`src/rtl/instr_fetch_unit_if.sv`:
```
// Bus bundle between the fetch unit, its IRAM port and the decode stage.
// The master side is the fetch unit; the slave side is the IRAM/decode environment.
interface instr_fetch_unit_if;
    logic [1:0]  iram_control;
    logic [15:0] iram_addr;
    logic [15:0] iram_data;
    logic        instr_valid;
    logic        instr_ready;
    logic [15:0] instr_word;
    logic [3:0]  instr_opcode;
    logic [15:0] instr_imm;
    logic [15:0] instr_pc;
    logic        branch_en;
    logic [15:0] branch_target;

    modport master (
        output iram_control, iram_addr, instr_valid, instr_word,
               instr_opcode, instr_imm, instr_pc,
        input  iram_data, instr_ready, branch_en, branch_target
    );

    modport slave (
        input  iram_control, iram_addr, instr_valid, instr_word,
               instr_opcode, instr_imm, instr_pc,
        output iram_data, instr_ready, branch_en, branch_target
    );
endinterface

```
`src/rtl/instr_fetch_unit.sv`:
```
// Fetch front-end: reads an opcode word (plus an immediate word for LOAD/JMPZ)
// from one IRAM port, presents the bundle to decode over valid/ready, follows
// redirects on the handshake and parks in HALT once END has been accepted.
// All outputs come straight from flops; their next values are computed from
// the next FSM state so each one lines up with the state it belongs to.
module instr_fetch_unit #(
    parameter logic [15:0] START_ADDR = 16'd0,
    parameter int unsigned MEM_DEPTH  = 64,
    parameter logic [1:0]  READ_CODE  = 2'd1
) (
    input  logic               clock,
    input  logic               reset_n,
    input  logic               start,
    instr_fetch_unit_if.master bus,
    output logic               busy,
    output logic               halted
);
    typedef enum logic [2:0] {
        S_IDLE    = 3'd0,
        S_REQ     = 3'd1,
        S_CAP     = 3'd2,
        S_IMM_REQ = 3'd3,
        S_IMM_CAP = 3'd4,
        S_HOLD    = 3'd5,
        S_HALT    = 3'd6
    } state_t;

    localparam logic [15:0] DEPTH_W = 16'(MEM_DEPTH);
    localparam logic [3:0]  OP_END  = 4'd1;
    localparam logic [3:0]  OP_LOAD = 4'd4;
    localparam logic [3:0]  OP_JMPZ = 4'd15;

    // Add a small increment to an in-range PC, wrapping at MEM_DEPTH.
    function automatic logic [15:0] pc_advance(input logic [15:0] base, input logic [15:0] inc);
        logic [15:0] res;
        if (base >= DEPTH_W - inc) begin
            res = base + inc - DEPTH_W;
        end else begin
            res = base + inc;
        end
        return res;
    endfunction

    // Only LOAD and JMPZ carry an immediate in the following word.
    function automatic logic is_two_word(input logic [3:0] op);
        return (op == OP_LOAD) || (op == OP_JMPZ);
    endfunction

    state_t      state_q, state_d;
    logic [15:0] pc_q, pc_d;
    logic [1:0]  ctrl_q, ctrl_d;
    logic [15:0] addr_q, addr_d;
    logic        valid_q, valid_d;
    logic [15:0] word_q, word_d;
    logic [3:0]  opcode_q, opcode_d;
    logic [15:0] imm_q, imm_d;
    logic [15:0] ipc_q, ipc_d;
    logic        busy_q, busy_d;
    logic        halted_q, halted_d;
    logic        armed_q;
    logic        hand_s;
    logic [15:0] len_s;
    logic [15:0] redirect_s;

    // Next-state, PC and registered-output computation for the fetch FSM.
    always_comb begin
        state_d    = state_q;
        pc_d       = pc_q;
        ctrl_d     = 2'd0;
        addr_d     = addr_q;
        valid_d    = 1'b0;
        word_d     = word_q;
        opcode_d   = opcode_q;
        imm_d      = imm_q;
        ipc_d      = ipc_q;
        busy_d     = 1'b0;
        halted_d   = halted_q;
        hand_s     = (state_q == S_HOLD) && bus.instr_ready;
        len_s      = is_two_word(opcode_q) ? 16'd2 : 16'd1;
        redirect_s = bus.branch_target % DEPTH_W;

        case (state_q)
            S_IDLE, S_HALT: begin
                // armed_q masks a start that coincides with reset release
                if (start && armed_q) begin
                    state_d  = S_REQ;
                    pc_d     = START_ADDR;
                    halted_d = 1'b0;
                end else begin
                    state_d  = state_q;
                end
            end
            S_REQ: begin
                state_d = S_CAP;
            end
            S_CAP: begin
                word_d   = bus.iram_data;
                opcode_d = bus.iram_data[13:10];
                ipc_d    = pc_q;
                imm_d    = 16'd0;
                if (is_two_word(bus.iram_data[13:10])) begin
                    state_d = S_IMM_REQ;
                end else begin
                    state_d = S_HOLD;
                end
            end
            S_IMM_REQ: begin
                state_d = S_IMM_CAP;
            end
            S_IMM_CAP: begin
                imm_d   = bus.iram_data;
                state_d = S_HOLD;
            end
            S_HOLD: begin
                if (hand_s) begin
                    if (opcode_q == OP_END) begin
                        state_d  = S_HALT;
                        halted_d = 1'b1;
                    end else begin
                        state_d  = S_REQ;
                    end
                    if (bus.branch_en) begin
                        pc_d = redirect_s;
                    end else begin
                        pc_d = pc_advance(pc_q, len_s);
                    end
                end else begin
                    state_d = S_HOLD;
                end
            end
            default: begin
                state_d = S_IDLE;
            end
        endcase

        // Address is only updated when a read is issued, so it stays stable otherwise.
        if (state_d == S_REQ) begin
            ctrl_d = READ_CODE;
            addr_d = pc_d;
        end else if (state_d == S_IMM_REQ) begin
            ctrl_d = READ_CODE;
            addr_d = pc_advance(pc_q, 16'd1);
        end else begin
            ctrl_d = 2'd0;
            addr_d = addr_q;
        end
        valid_d = (state_d == S_HOLD);
        busy_d  = (state_d != S_IDLE) && (state_d != S_HALT);
    end

    // State, PC, bundle and output registers; reset clears every output at once.
    always_ff @(posedge clock or negedge reset_n) begin
        if (!reset_n) begin
            state_q  <= S_IDLE;
            pc_q     <= START_ADDR;
            ctrl_q   <= 2'd0;
            addr_q   <= 16'd0;
            valid_q  <= 1'b0;
            word_q   <= 16'd0;
            opcode_q <= 4'd0;
            imm_q    <= 16'd0;
            ipc_q    <= 16'd0;
            busy_q   <= 1'b0;
            halted_q <= 1'b0;
            armed_q  <= 1'b0;
        end else begin
            state_q  <= state_d;
            pc_q     <= pc_d;
            ctrl_q   <= ctrl_d;
            addr_q   <= addr_d;
            valid_q  <= valid_d;
            word_q   <= word_d;
            opcode_q <= opcode_d;
            imm_q    <= imm_d;
            ipc_q    <= ipc_d;
            busy_q   <= busy_d;
            halted_q <= halted_d;
            armed_q  <= 1'b1;
        end
    end

    assign bus.iram_control = ctrl_q;
    assign bus.iram_addr    = addr_q;
    assign bus.instr_valid  = valid_q;
    assign bus.instr_word   = word_q;
    assign bus.instr_opcode = opcode_q;
    assign bus.instr_imm    = imm_q;
    assign bus.instr_pc     = ipc_q;
    assign busy             = busy_q;
    assign halted           = halted_q;
endmodule
```
`src/flat_wrapper.sv`:
```
// flat-port wrapper written by rule: the top's interface ports become plain ports
module instr_fetch_unit_flat 
#(
    parameter logic [15:0] START_ADDR = 16'd0,
    parameter int unsigned MEM_DEPTH  = 64,
    parameter logic [1:0]  READ_CODE  = 2'd1
)
  (clock, reset_n, start, busy, halted, bus_iram_control, bus_iram_addr, bus_instr_valid, bus_instr_word, bus_instr_opcode, bus_instr_imm, bus_instr_pc, bus_iram_data, bus_instr_ready, bus_branch_en, bus_branch_target);
  instr_fetch_unit_if bus_i ();
  input  logic clock;
  input  logic reset_n;
  input  logic start;
  output logic busy;
  output logic halted;
  output wire logic [$bits(bus_i.iram_control)-1:0] bus_iram_control;
  output wire logic [$bits(bus_i.iram_addr)-1:0] bus_iram_addr;
  output wire logic [$bits(bus_i.instr_valid)-1:0] bus_instr_valid;
  output wire logic [$bits(bus_i.instr_word)-1:0] bus_instr_word;
  output wire logic [$bits(bus_i.instr_opcode)-1:0] bus_instr_opcode;
  output wire logic [$bits(bus_i.instr_imm)-1:0] bus_instr_imm;
  output wire logic [$bits(bus_i.instr_pc)-1:0] bus_instr_pc;
  input wire logic [$bits(bus_i.iram_data)-1:0] bus_iram_data;
  input wire logic [$bits(bus_i.instr_ready)-1:0] bus_instr_ready;
  input wire logic [$bits(bus_i.branch_en)-1:0] bus_branch_en;
  input wire logic [$bits(bus_i.branch_target)-1:0] bus_branch_target;
  assign bus_iram_control = bus_i.iram_control;
  assign bus_iram_addr = bus_i.iram_addr;
  assign bus_instr_valid = bus_i.instr_valid;
  assign bus_instr_word = bus_i.instr_word;
  assign bus_instr_opcode = bus_i.instr_opcode;
  assign bus_instr_imm = bus_i.instr_imm;
  assign bus_instr_pc = bus_i.instr_pc;
  assign bus_i.iram_data = bus_iram_data;
  assign bus_i.instr_ready = bus_instr_ready;
  assign bus_i.branch_en = bus_branch_en;
  assign bus_i.branch_target = bus_branch_target;
  instr_fetch_unit #(.START_ADDR(START_ADDR), .MEM_DEPTH(MEM_DEPTH), .READ_CODE(READ_CODE)) u_core (.clock(clock), .reset_n(reset_n), .start(start), .bus(bus_i), .busy(busy), .halted(halted));
endmodule
```
`config.mk`:
```
export PLATFORM = sky130hd
export DESIGN_NAME = instr_fetch_unit_flat
export DESIGN_NICKNAME = d
export VERILOG_FILES = /design/src/rtl/instr_fetch_unit_if.sv /design/src/rtl/instr_fetch_unit.sv /design/src/flat_wrapper.sv
export SDC_FILE = /design/constraint.sdc
export NUM_CORES = 1
export LEC_CHECK = 0
export CAP_MARGIN = 20
export CORE_MARGIN = 3
export CORE_UTILIZATION = 35
export DETAILED_ROUTE_END_ITERATION = 12
export GPL_ROUTABILITY_DRIVEN = 0
export HOLD_SLACK_MARGIN = 0.06
export PLACE_DENSITY_LB_ADDON = 0.3
export REMOVE_ABC_BUFFERS = 1
export SYNTH_ARGS = -nofsm -noshare
export SYNTH_HDL_FRONTEND = slang
export SYNTH_SLANG_ARGS = --single-unit
```
`constraint.sdc`:
```
create_clock -name clock -period 4.1 [get_ports clock]
set_input_delay 0.82 -clock clock [delete_from_list [all_inputs] [get_ports clock]]
set_output_delay 0.82 -clock clock [all_outputs]
set_load 0.01 [all_outputs]
```
==> reports/qor.txt, run 1 <==
status: completed
cells traversed along the worst timing path: and3_1, o21a_1, inv_1, ha_1, inv_1, fa_1, nand2b_1, xor2_1, ha_1, a21boi_1, nand3_2, mux2_2, o311ai_1, a221o_1
maximum number of pins on one net before global-route repair: 63
max-cap check violation count: 0
clock sink total: 88
port bufs: 98
I/O pin cnt: 110
std cell rows: 42
count of final hold-check violations: 0
Place WS: 0.604 ns
fin crit share: 85.8%
final setup violation count: 0
number of optimization iterations in the first detailed-route pass: 5
remaining antenna violation count: 0
most frequent cells after synthesis: dfrtp_1, mux2_2, nand2_1
most numerous cell in the Yosys netlist: dfrtp_1
Max H-tree Level: 3
#FFs+latches synth: 88
Layout Skew: 0.00561 ns
number of nets at the end of the flow: 602
largest cells by area after synthesis: dfrtp_1, mux2_2, xnor2_1
setup repair after global routing missed its margin: false
worst slew slack as a fraction of its limit: 45.9%
class of the most critical setup path: flip-flop to flip-flop
Crit path largest cell delay: 0.43 ns
root buf cell: clkbuf_16
Routed wire per std cell: 17.3 µm
n_diodes: 0
maximum frequency from static timing analysis: 284 MHz
number of setup buffers added after CTS: 0
post-synthesis sequential area ratio: 44.7%
met3 Resource Use GR: 5.75%
count of instances resized after the clock tree is built: 0
setup_tns: 0 ns
core area: 0.0135 mm²
largest buffer count on any clock path: 2
Worst Setup Start Kind: flip-flop
overall die width: 125 µm
share of final-layout standard cells stronger than drive strength 1: 13.5%
Fill cells: 1253
vias per cell: 5.42
final critical-path setup slack: 0.582 ns
required time at the endpoint of the critical path: 4.33 ns
cell count after synthesis: 477
Ys Warns: 0
number of remaining DRC errors: 0
number of buffer and inverter instances along the worst setup path: 2
initial core utilization: 36.5%
classification of the worst-slack hold path: flip-flop to flip-flop
Routed WL: 12800 µm
total global routing overflow: 0
antenna violations before repair: 0
FFs w/ async S/R, synth: 100%
die height: 125 µm
cell accounting for the most synthesized area: dfrtp_1
proportion of netlist area held by the largest area contributor: 44.7%
met1 routing resource usage after global routing: 22.0%
TritonCTS clock tree: built
Die Outline Area: 0.0155 mm²
met2 track utilization from global routing: 26.2%
first-pass GRT wire length: 21300 µm
critical path's top delay family: compound AO/OA/AOI/OAI gates
synthesized area per cell: 10.3 µm²
Inserted Clock Buffers: 9
post-synthesis instance area: 0.00493 mm²
Syn-to-layout area delta: 27.9%
synth unique cells: 66
predominant post-synthesis flop cell: dfrtp_1
Clk pin slew, worst setup/hold paths: 0.06 ns
vias: 4005
Worst Tran Pin Value: 0.800 ns
clk_lat worst skew: 0.35 ns
worst voltage drop across the vdd grid: 0.000401 V
Initial DRC Count: 210
Worst EP arrival: 3.75 ns
cell with the largest stage delay on the worst path: dfrtp_1
crit path time final: 3.52 ns
Global Route Usage Sum: 16.8%
static leakage: 2.56 nW
count of flip-flops with a built-in enable after synthesis: 0
power per cell area: 832 mW/mm²
most heavily used metal layer in global routing: met2
number of global-route vias before repair: 3982
CP Max Fanout: 6
post-cts hold buffer count: 0
Crit. End Element: flip-flop
Pins Over Slew Limit: 0
detailed placer's ending HPWL: 9200 µm
smallest hold slack: 0.490 ns
-- worst min-delay path, stage by stage (launching register included) --
cell and delay (ns):
dfrtp_1 0.34, nand2_1 0.05, o221ai_1 0.06
-- sequential cells by signal, summed over array words and instances, names as in the netlist --
name / flops
u_core.bus.instr_imm: 16
u_core.bus.instr_valid: 1
u_core.armed_q: 1
u_core.halted: 1
u_core.bus.instr_pc: 16
u_core.bus.instr_opcode: 3
u_core.bus.iram_addr: 16
u_core.busy: 1
u_core.bus.instr_word: 13
u_core.state_q: 3
u_core.bus.iram_control: 1
u_core.pc_q: 16
-- per-stage QoR --
step	std cells	area (µm²)	total power, mW	utilization (%)
after floorplan	438	4730	3.30	-
after global placement	722	6010	4.38	44.5
after detailed placement	722	6010	4.44	44.5
after CTS	738	6290	5.27	46.6
after global routing	739	6300	5.63	46.7
final	739	6300	5.25	46.7
-- worst paths after layout --
kind                            cells after the start                                   end  slack (ns)                                   from
worst min register to register                      2  u_core.bus.iram_addr[14]$_DFFE_PN0P_        0.49   u_core.bus.iram_addr[14]$_DFFE_PN0P_
worst max-delay path                               14  u_core.bus.iram_addr[10]$_DFFE_PN0P_        0.58  u_core.bus.instr_word[13]$_DFFE_PN0P_
worst max register to register                     14  u_core.bus.iram_addr[10]$_DFFE_PN0P_        0.58  u_core.bus.instr_word[13]$_DFFE_PN0P_
min in group asynchronous                           1   u_core.bus.iram_addr[0]$_DFFE_PN0P_        0.55                                reset_n
max in group asynchronous                           2             u_core.pc_q[10]$_DFF_PN0_        2.70                                reset_n
worst min-delay path                                2  u_core.bus.iram_addr[14]$_DFFE_PN0P_        0.49   u_core.bus.iram_addr[14]$_DFFE_PN0P_
-- per-layer routing --
| metal | vias to the layer above | routed length, µm | share of wire (%) |
|---|---|---|---|
| li1 | 1898 | - | - |
| met1 | 1941 | 5600 | 44 |
| met2 | 144 | 5960 | 47 |
| met3 | 22 | 1030 | 8.1 |
| met4 | 0 | 218 | 1.7 |
| met5 | - | 0 | 0 |
-- power breakdown --
group	switching [mW]	internal, mW	total (mW)	leakage, nW
registers	0.429	1.21	1.64	1.15
logic	1.35	1.44	2.80	1.27
clock network	0.336	0.470	0.806	0.140
-- cells by family after synthesis --
group / after synthesis / share of synthesized area (%)
DFF: 88 / 44.7
and+or+nand+nor: 149 / 17.8
buffers and inverters: 53 / 5.00
other: 2 / 0.152
xor gates and xnor gates: 35 / 6.22
AOI/OAI and AO/OA: 107 / 15.9
muxes: 36 / 8.28
adders and majority gates: 7 / 1.93
-- area by class of cell --
type / instances / area [µm²] / share of cell area (%)
Timing Repair Buffer: 109 / 1060 / 16.8
Sequential cell: 88 / 2200 / 34.9
Clock inverter: 4 / 45.0 / 0.715
Tap cell: 176 / 220 / 3.49
Clock buffer: 12 / 236 / 3.75
Inverter: 14 / 52.6 / 0.834
Multi-Input combinational cell: 336 / 2480 / 39.4
-- layout by cell type, fill, tap and decap left out, types with 5 or more instances in the layout --
cell,Yosys,final
clkdlybuf4s50_1,0,97
dfrtp_1,88,88
mux2_2,34,34
nand2_1,29,29
nor2_1,27,27
xnor2_1,26,26
o21ai_0,23,23
a22o_1,21,21
a21oi_1,20,20
nand3_1,17,17
inv_1,14,14
buf_4,8,12
nor3_1,10,10
xor2_1,9,9
a221o_1,9,9
clkbuf_16,0,9
nor4_1,8,8
nand2b_1,8,8
or3_1,7,7
ha_1,6,6
nand4_1,5,5
Power figures use the tool's default switching activity.
==> run 2, diff against run 1 <==
Settings changed: GPL_ROUTABILITY_DRIVEN 0 to 1.
==> results of run 2 <==
The final DEF is identical to that of run 1; final timing and power are the same.
==> run 3, diff against run 2 <==
--- a/config.mk
+++ b/config.mk
@@ -14,4 +14,5 @@
 export PLACE_DENSITY_LB_ADDON = 0.3
 export REMOVE_ABC_BUFFERS = 1
+export SLEW_MARGIN = 20
 export SYNTH_ARGS = -nofsm -noshare
 export SYNTH_HDL_FRONTEND = slang
==> constraint.sdc (replaced) <==
create_clock -name clock -period 4.1 [get_ports clock]
set_input_delay 0.82 -clock clock [delete_from_list [all_inputs] [get_ports clock]]
set_output_delay 0.82 -clock clock [all_outputs]
set_load 0.05 [all_outputs]
==> run 3 against run 2 <==
Against the previous run:
- hold slack is essentially flat
- die area is the same
- non-clock buffer count shrank 1
- combinational power grew 31%
- global-route usage is the same
- wire length grew 0.48%
- cell count shrank 0.14%
- largest power group unchanged
- sequential power is essentially flat
- sequential share of layout area is essentially flat
- critical path type unchanged
- design area is essentially flat
- worst setup slack gained 0.011 ns
==> reports/qor.txt, run 3 (synthesis results as in run 1) <==
number of optimization iterations in the first detailed-route pass: 7
most used cells in the layout excluding fill and tap cells: clkdlybuf4s50_1, dfrtp_1, mux2_2, nand2_1
Routed WL: 12900 µm
Pins Over Slew Limit: 0
Clk pin slew, worst setup/hold paths: 0.06 ns
Max H-tree Level: 3
std cell rows: 42
number of global-route vias before repair: 3982
cell with the largest stage delay on the worst path: dfrtp_1
core area: 0.0135 mm²
port bufs: 98
number of remaining DRC errors: 0
Syn-to-layout area delta: 27.8%
power per cell area: 972 mW/mm²
Worst Tran Pin Value: 0.823 ns
Layout Skew: 0.00523 ns
max-cap check violation count: 0
area occupied by registers: 0.00220 mm²
static leakage: 2.55 nW
Final Wtd Congestion: 0.873
vias: 4003
I/O pin cnt: 110
Initial DRC Count: 217
vias per cell: 5.42
worst voltage drop across the vdd grid: 0.000508 V
Global Route Usage Sum: 16.8%
root buf cell: clkbuf_16
maximum frequency from static timing analysis: 285 MHz
number of buffer and inverter instances along the worst setup path: 2
Die Outline Area: 0.0155 mm²
die height: 125 µm
class of the most critical setup path: flip-flop to flip-flop
share of final-layout standard cells stronger than drive strength 1: 13.5%
final critical-path setup slack: 0.592 ns
n_diodes: 0
combined area of the multi-input logic cells: 0.00249 mm²
Crit path largest cell delay: 0.43 ns
setup repair after global routing missed its margin: false
clock sink total: 88
count of final hold-check violations: 0
Inserted Clock Buffers: 9
number of nets at the end of the flow: 601
crit path time final: 3.51 ns
cells traversed along the worst timing path: and3_1, o21a_1, inv_1, ha_1, inv_1, fa_1, nand2b_1, xor2_1, ha_1, a21boi_1, nand3_2, mux2_2, o311ai_1, a221o_1
detailed placer's ending HPWL: 9200 µm
initial core utilization: 36.5%
final setup violation count: 0
required time at the endpoint of the critical path: 4.33 ns
post-cts hold buffer count: 0
Worst Setup Start Kind: flip-flop
antenna violations before repair: 0
most common cell after layout, fill and taps aside: clkdlybuf4s50_1
setup_tns: 0 ns
number of setup buffers added after CTS: 0
critical path's top delay family: compound AO/OA/AOI/OAI gates
total global routing overflow: 0
count of instances resized after the clock tree is built: 0
overall die width: 125 µm
Fill cells: 1256
remaining antenna violation count: 0
Worst EP arrival: 3.74 ns
first-pass GRT wire length: 21300 µm
fin crit share: 85.6%
TritonCTS clock tree: built
total power of the final layout: 6.12 mW
Crit. End Element: flip-flop
Place WS: 0.604 ns
classification of the worst-slack hold path: flip-flop to flip-flop
clk_lat worst skew: 0.35 ns
status: completed
largest buffer count on any clock path: 2
CP Max Fanout: 6
maximum number of pins on one net before global-route repair: 63
Routed wire per std cell: 17.4 µm
worst slew slack as a fraction of its limit: 44.4%
run 3: cell type report:
class / instances / share of cell area [%]
flip-flops and latches: 88 / 35.0
clock buffers: 12 / 3.76
well taps: 176 / 3.50
multi-input cells: 336 / 39.5
inverters: 14 / 0.834
clock inverters: 4 / 0.715
repair buffers: 108 / 16.7
run 3: metrics by stage:
step / area (µm²) / instances / hold WS (ns) / util [%]
global route: 6300 / 738 / 0.521 / 46.6
finish: 6300 / 738 / 0.490 / 46.6
detailed placement: 6010 / 722 / 0.481 / 44.5
floorplan: 4730 / 438 / 0.524 / -
global placement: 6010 / 722 / 0.482 / 44.5
CTS: 6290 / 738 / 0.498 / 46.6
run 3: worst register-to-register path: cells and delay by family (launching register included):
family,cells,cell delay (ns)
DFF,1,0.43
AOI/OAI and AO/OA,4,0.92
adders and majority gates,3,0.70
xor gates and xnor gates,1,0.19
and+or+nand+nor,3,0.68
muxes,1,0.28
buffers and inverters,2,0.19
run 3: path summary, 6_finish.rpt:
check                           slack [ns]                             startpoint  depth (start not counted)                                   end
min in group asynchronous             0.55                                reset_n                          1   u_core.bus.iram_addr[0]$_DFFE_PN0P_
worst min register to register        0.49   u_core.bus.iram_addr[14]$_DFFE_PN0P_                          2  u_core.bus.iram_addr[14]$_DFFE_PN0P_
worst min-delay path                  0.49   u_core.bus.iram_addr[14]$_DFFE_PN0P_                          2  u_core.bus.iram_addr[14]$_DFFE_PN0P_
max in group asynchronous             2.70                                reset_n                          2             u_core.pc_q[10]$_DFF_PN0_
worst max-delay path                  0.59  u_core.bus.instr_word[13]$_DFFE_PN0P_                         14  u_core.bus.iram_addr[10]$_DFFE_PN0P_
worst max register to register        0.59  u_core.bus.instr_word[13]$_DFFE_PN0P_                         14  u_core.bus.iram_addr[10]$_DFFE_PN0P_
run 3: where the power goes:
part           switching (mW)  leakage, nW  total [mW]  internal (mW)
combinational            2.24         1.27        3.67           1.43
clock                   0.335        0.140       0.805          0.470
sequential              0.431         1.15        1.64           1.21
run 3: layer usage:
layer  up-vias  GRT usage [%]  wire (µm)
met5         -              0          0
met4         0           5.67        202
met3        20           5.75       1020
met2       140           26.2       5990
met1      1948           22.0       5660
li1       1895              -          -
